File: src/rtl/onchip_ram_pkg.sv
// Shared defaults and types for the two-master on-chip RAM arbiter.
package onchip_ram_pkg;

    localparam int unsigned ADDR_W_DEF = 13;
    localparam int unsigned DATA_W_DEF = 32;
    localparam int unsigned CNT_W      = 16;

    typedef logic req_idx_t;

    function automatic logic [CNT_W-1:0] sat_inc(input logic [CNT_W-1:0] v);
        return (v == '1) ? v : v + 1'b1;
    endfunction

endpackage

File: src/rtl/onchip_ram_arbiter_rr_arb2.sv
// Two-way round-robin grant: sole requester wins, contention goes to the one not granted last.
module rr_arb2
    import onchip_ram_pkg::*;
(
    input  logic [1:0] req,
    input  req_idx_t   last_grant,
    output logic [1:0] grant
);

    always_comb begin
        grant = '0;
        if (&req)
            grant = last_grant ? 2'b01 : 2'b10;
        else
            grant = req;
    end

endmodule

File: src/rtl/onchip_ram_arbiter.sv
// Arbitrates two Avalon-style masters onto one single-port on-chip RAM with fixed read latency 1.
module onchip_ram_arbiter
    import onchip_ram_pkg::*;
#(
    parameter int unsigned ADDR_W = ADDR_W_DEF,
    parameter int unsigned DATA_W = DATA_W_DEF
) (
    input  logic                clk,
    input  logic                reset_n,

    input  logic                m0_read,
    input  logic                m0_write,
    input  logic [ADDR_W-1:0]   m0_address,
    input  logic [DATA_W/8-1:0] m0_byteenable,
    input  logic [DATA_W-1:0]   m0_writedata,
    output logic                m0_waitrequest,
    output logic [DATA_W-1:0]   m0_readdata,
    output logic                m0_readdatavalid,

    input  logic                m1_read,
    input  logic                m1_write,
    input  logic [ADDR_W-1:0]   m1_address,
    input  logic [DATA_W/8-1:0] m1_byteenable,
    input  logic [DATA_W-1:0]   m1_writedata,
    output logic                m1_waitrequest,
    output logic [DATA_W-1:0]   m1_readdata,
    output logic                m1_readdatavalid,

    output logic [ADDR_W-1:0]   ram_address,
    output logic [DATA_W/8-1:0] ram_byteenable,
    output logic                ram_chipselect,
    output logic                ram_write,
    output logic [DATA_W-1:0]   ram_writedata,
    output logic                ram_clken,
    input  logic [DATA_W-1:0]   ram_readdata
);

    logic [1:0]       active;
    logic [1:0]       req;
    logic [1:0]       grant;
    logic             any_grant;
    req_idx_t         sel;
    req_idx_t         last_grant;
    logic             rsp_valid;
    req_idx_t         rsp_owner;
    logic [CNT_W-1:0] grant_cnt0;
    logic [CNT_W-1:0] grant_cnt1;

    assign active = {m1_read | m1_write, m0_read | m0_write};
    // Requests are masked during reset so nothing reaches the RAM or the response pipe.
    assign req    = active & {2{reset_n}};

    rr_arb2 u_rr_arb2 (
        .req        (req),
        .last_grant (last_grant),
        .grant      (grant)
    );

    assign any_grant = |grant;
    assign sel       = grant[1];

    always_comb begin
        ram_address    = sel ? m1_address    : m0_address;
        ram_byteenable = sel ? m1_byteenable : m0_byteenable;
        ram_writedata  = sel ? m1_writedata  : m0_writedata;
        ram_chipselect = any_grant;
        ram_write      = (grant[0] & m0_write) | (grant[1] & m1_write);
        ram_clken      = 1'b1;
    end

    always_comb begin
        m0_waitrequest   = ~reset_n | (active[0] & ~grant[0]);
        m1_waitrequest   = ~reset_n | (active[1] & ~grant[1]);
        m0_readdata      = ram_readdata;
        m1_readdata      = ram_readdata;
        m0_readdatavalid = reset_n & rsp_valid & (rsp_owner == 1'b0);
        m1_readdatavalid = reset_n & rsp_valid & (rsp_owner == 1'b1);
    end

    always_ff @(posedge clk) begin
        if (!reset_n) begin
            last_grant <= 1'b1;
            rsp_valid  <= 1'b0;
            rsp_owner  <= 1'b0;
            grant_cnt0 <= '0;
            grant_cnt1 <= '0;
        end else begin
            if (any_grant)
                last_grant <= sel;
            rsp_valid <= any_grant & ~ram_write;
            rsp_owner <= sel;
            if (grant[0])
                grant_cnt0 <= sat_inc(grant_cnt0);
            if (grant[1])
                grant_cnt1 <= sat_inc(grant_cnt1);
        end
    end

endmodule

File: config.mk
export PLATFORM = sky130hd
export DESIGN_NAME = onchip_ram_arbiter
export DESIGN_NICKNAME = d
export VERILOG_FILES = /design/src/rtl/onchip_ram_pkg.sv /design/src/rtl/onchip_ram_arbiter_rr_arb2.sv /design/src/rtl/onchip_ram_arbiter.sv
export SDC_FILE = /design/constraint.sdc
export NUM_CORES = 1
export LEC_CHECK = 0
export CORE_AREA = 2 2 99 101
export DETAILED_ROUTE_END_ITERATION = 6
export DIE_AREA = 0 0 101 103
export PLACE_DENSITY = 0.66
export SLEW_MARGIN = 10
export SYNTH_ARGS = -nofsm -noshare
export SYNTH_HDL_FRONTEND = slang
export SYNTH_HIERARCHICAL = 1
export SYNTH_SLANG_ARGS = --single-unit
File: constraint.sdc
create_clock -name clk -period 2.5 [get_ports clk]
set_input_delay 0.625 -clock clk [delete_from_list [all_inputs] [get_ports clk]]
set_output_delay 0.625 -clock clk [all_outputs]
set_load 0.01 [all_outputs]
==> flow_summary.toml <==
[routing]
routedWlPerCell_um = 13.21
via_count = 1351
drt_first_pass_iters = 2
drc = 0
vias_per_cell = 3.651
drtIter0Drc = 14
postRouteAntennaNets = 0
wl_um = 4887

[power]
swShare_pct = 26.78
net-switching-power_uw = 217.6
power.leakage_nw = 1.344
clkPwrFrac_pct = 17.1
total_power_uw = 812.7
combinationalPowerShare_pct = 76.2
pwr_density_cell_nw_per_um2 = 272.1
p_seq_share_pct = 6.7
irDropWorstVdd_uv = 111.0
internal-power_uw = 595.1

[layout]
final_util_pct = 31.57
fin_cells = 370
drive_gt1_share_pct = 53.13
nFillCells = 984
fin_nets = 393
area_growth_pct = 101.6
antenna_cells = 0

[setup_path]
rr_startpoint = "last_grant"
r2r_cells = 6
startpoint = "m0_read"
crit_type = "input pin to output pin"
path_max_fanout = 8
critPathLaunchType = "input pin"
end_kind = "output pin"
arrival_ns = 1.91
worst-endpoint-required_ns = 1.88

[sta]
clock_skew_ns = 0.001319
max_freq_mhz = 393.8
fin_crit_ns = 2.539
setup_ws_ns = -0.03935
finalSetupViolations = 25
rsz0062_at_grt = "yes"
hold_viol = 0
slew_viol_final = 0
finalCritPeriodShare_pct = 101.6
fin_setup_tns_ns = -0.3793

[placement]
place_ws_ns = -0.8582
dpl.hpwl_um = 4072
dpl.cell_count = 360
io_buffers = 158
place_congestion = 0.7272

[synthesis]
synthArstFlopShare_pct = 0
synth_fa_ha_area_share_pct = 0
yosysMostFrequentCell = "buf_4"
syn-num-nets = 279
yosysSeqAreaShare_pct = 4.054
syn_area_um2 = 1481
synth_top_area_share_pct = 45.61
synthCells = 143
synth_flop_cell = "dfxtp_1"
yosysTopAreaCell = "mux2_4"
synth.area.mux_share_pct = 48.65
synth.distinct_cells = 20
synth-simple-area-share_pct = 4.307
synth_edf_count = 0
synth_commonest_cells = "65 x buf_4, 45 x mux2_4, 4 x buf_12, 4 x mux2_2, 4 x nor2_1"
ys_seq_elements = 3
synth_top_cells_by_area = "mux2_4 46%, buf_4 33%, buf_12 5.4%, dfxtp_1 4.1%, mux2_2 3.0%"
syn_area_per_cell_um2 = 10.36
synth_compound_area_share_pct = 2.618
synth_warnings = 6
synth_top_family_by_area = "multiplexers"
synthXorXnorAreaFrac_pct = 0

[clock_tree]
path_clk_slew_ns = 0.03
cts-root-buf = "clkbuf_8"
cts_made_buffers = 3
cts_tree = "yes"
h-tree-depth = 1
insertion_delay_ns = 0.21
cts_sinks = 3
clock_path_buffers = 2

[global_routing]
grt_pass1_wl_um = 6306
grt_pass1_vias = 1295
grt_max_degree = 9
antenna_found_initial = 0
grt_usage_pct = 7.746
grt.overflow.total = 0

[floorplan]
start_util_pct = 15.66
die_h_um = 103
rows = 36
ios = 256
fp.dieW_um = 101
dieArea_um2 = 10400
design.core.area_um2 = 9459

[worst_hold_path]
hold_path_depth = 2
min_path_type = "flop to flop"
hp-start = "last_grant"

[run]
cap_violations = 0

[run_status]
violations = "negative setup slack"
status = "finished with violations"
## layout make-up
class	instances	area [µm²]	area share, %
clock buffers	4	45.04	1.508
inverters	1	3.754	0.1257
multi-input cells	68	879.6	29.45
flip-flops and latches	3	60.06	2.011
well taps	114	142.6	4.776
repair buffers	180	1856	62.13
## timing repair
| action | 4_1_cts | 5_1_grt |
|---|---|---|
| pin swaps | 3 | 1 |
| gates resized for setup | 300 | 8 |
| buffers inserted | 6 | 0 |
| setup endpoints to repair | 55 | 49 |
| hold buffers | 0 | 0 |
| cloned | 1 | 0 |
## cell usage in the layout (no fill, tap or decap), drive strengths merged, types with 2 or more instances in the layout
cell type,Yosys,layout
nor2b,2,2
clkdlybuf4s15,0,2
buf,71,77
clkbuf,0,4
clkdlybuf4s50,0,100
a21boi,2,2
nor2,4,4
o21ai,3,3
mux2,49,49
dfxtp,3,3
## logic make-up after synthesis
kind of cell / after synthesis
buffers and inverters: 72
multiplexers: 49
AND/OR/NAND/NOR: 12
AO/OA/AOI/OAI: 6
flip-flops: 3
other: 1
## power groups by stage
stage | Sequential [mW] | Combinational (mW) | Clock (mW)
after global placement | 0.0547 | 0.578 | 0
after global routing | 0.0546 | 0.655 | 0.149
after floorplan | 0.0537 | 0.341 | 0
final | 0.0544 | 0.619 | 0.139
after detailed placement | 0.0549 | 0.579 | 0
after CTS | 0.0542 | 0.637 | 0.145
## worst paths after layout
| path | endpoint | slack (ns) |
|---|---|---|
| worst max register to register | rsp_valid | 1.25 |
| worst min register to register | last_grant | 0.55 |
| worst max-delay path | ram_address[1] | -0.04 |
| worst min-delay path | last_grant | 0.55 |
## metal layers
layer	routed length [µm]	global-route usage, %	up-vias
met3	651	2.373	8
met2	2504	14.87	94
met1	1690	7.944	609
met5	0	0	-
met4	41	2.703	0
li1	-	-	640
## critical path: stages
cell and delay (ns):
buf_6 0.09, nor2_4 0.13, nor2b_4 0.06, a21boi_4 0.15, buf_6 0.14, buf_12 0.14
buf_12 0.14, mux2_4 0.31, buf_6 0.12
## state kept, by name (all words and copies together) (netlist names)
signal	cells
rsp_owner	1
rsp_valid	1
last_grant	1
## stage by stage
stage	cell area, µm²	hold slack (ns)
after floorplan	1481	0.4636
after global placement	2784	0.5298
after detailed placement	2784	0.5357
after CTS	3023	0.5445
after global routing	2987	0.5854
final	2987	0.5532
Note: power is estimated with default switching activity, not from simulation.
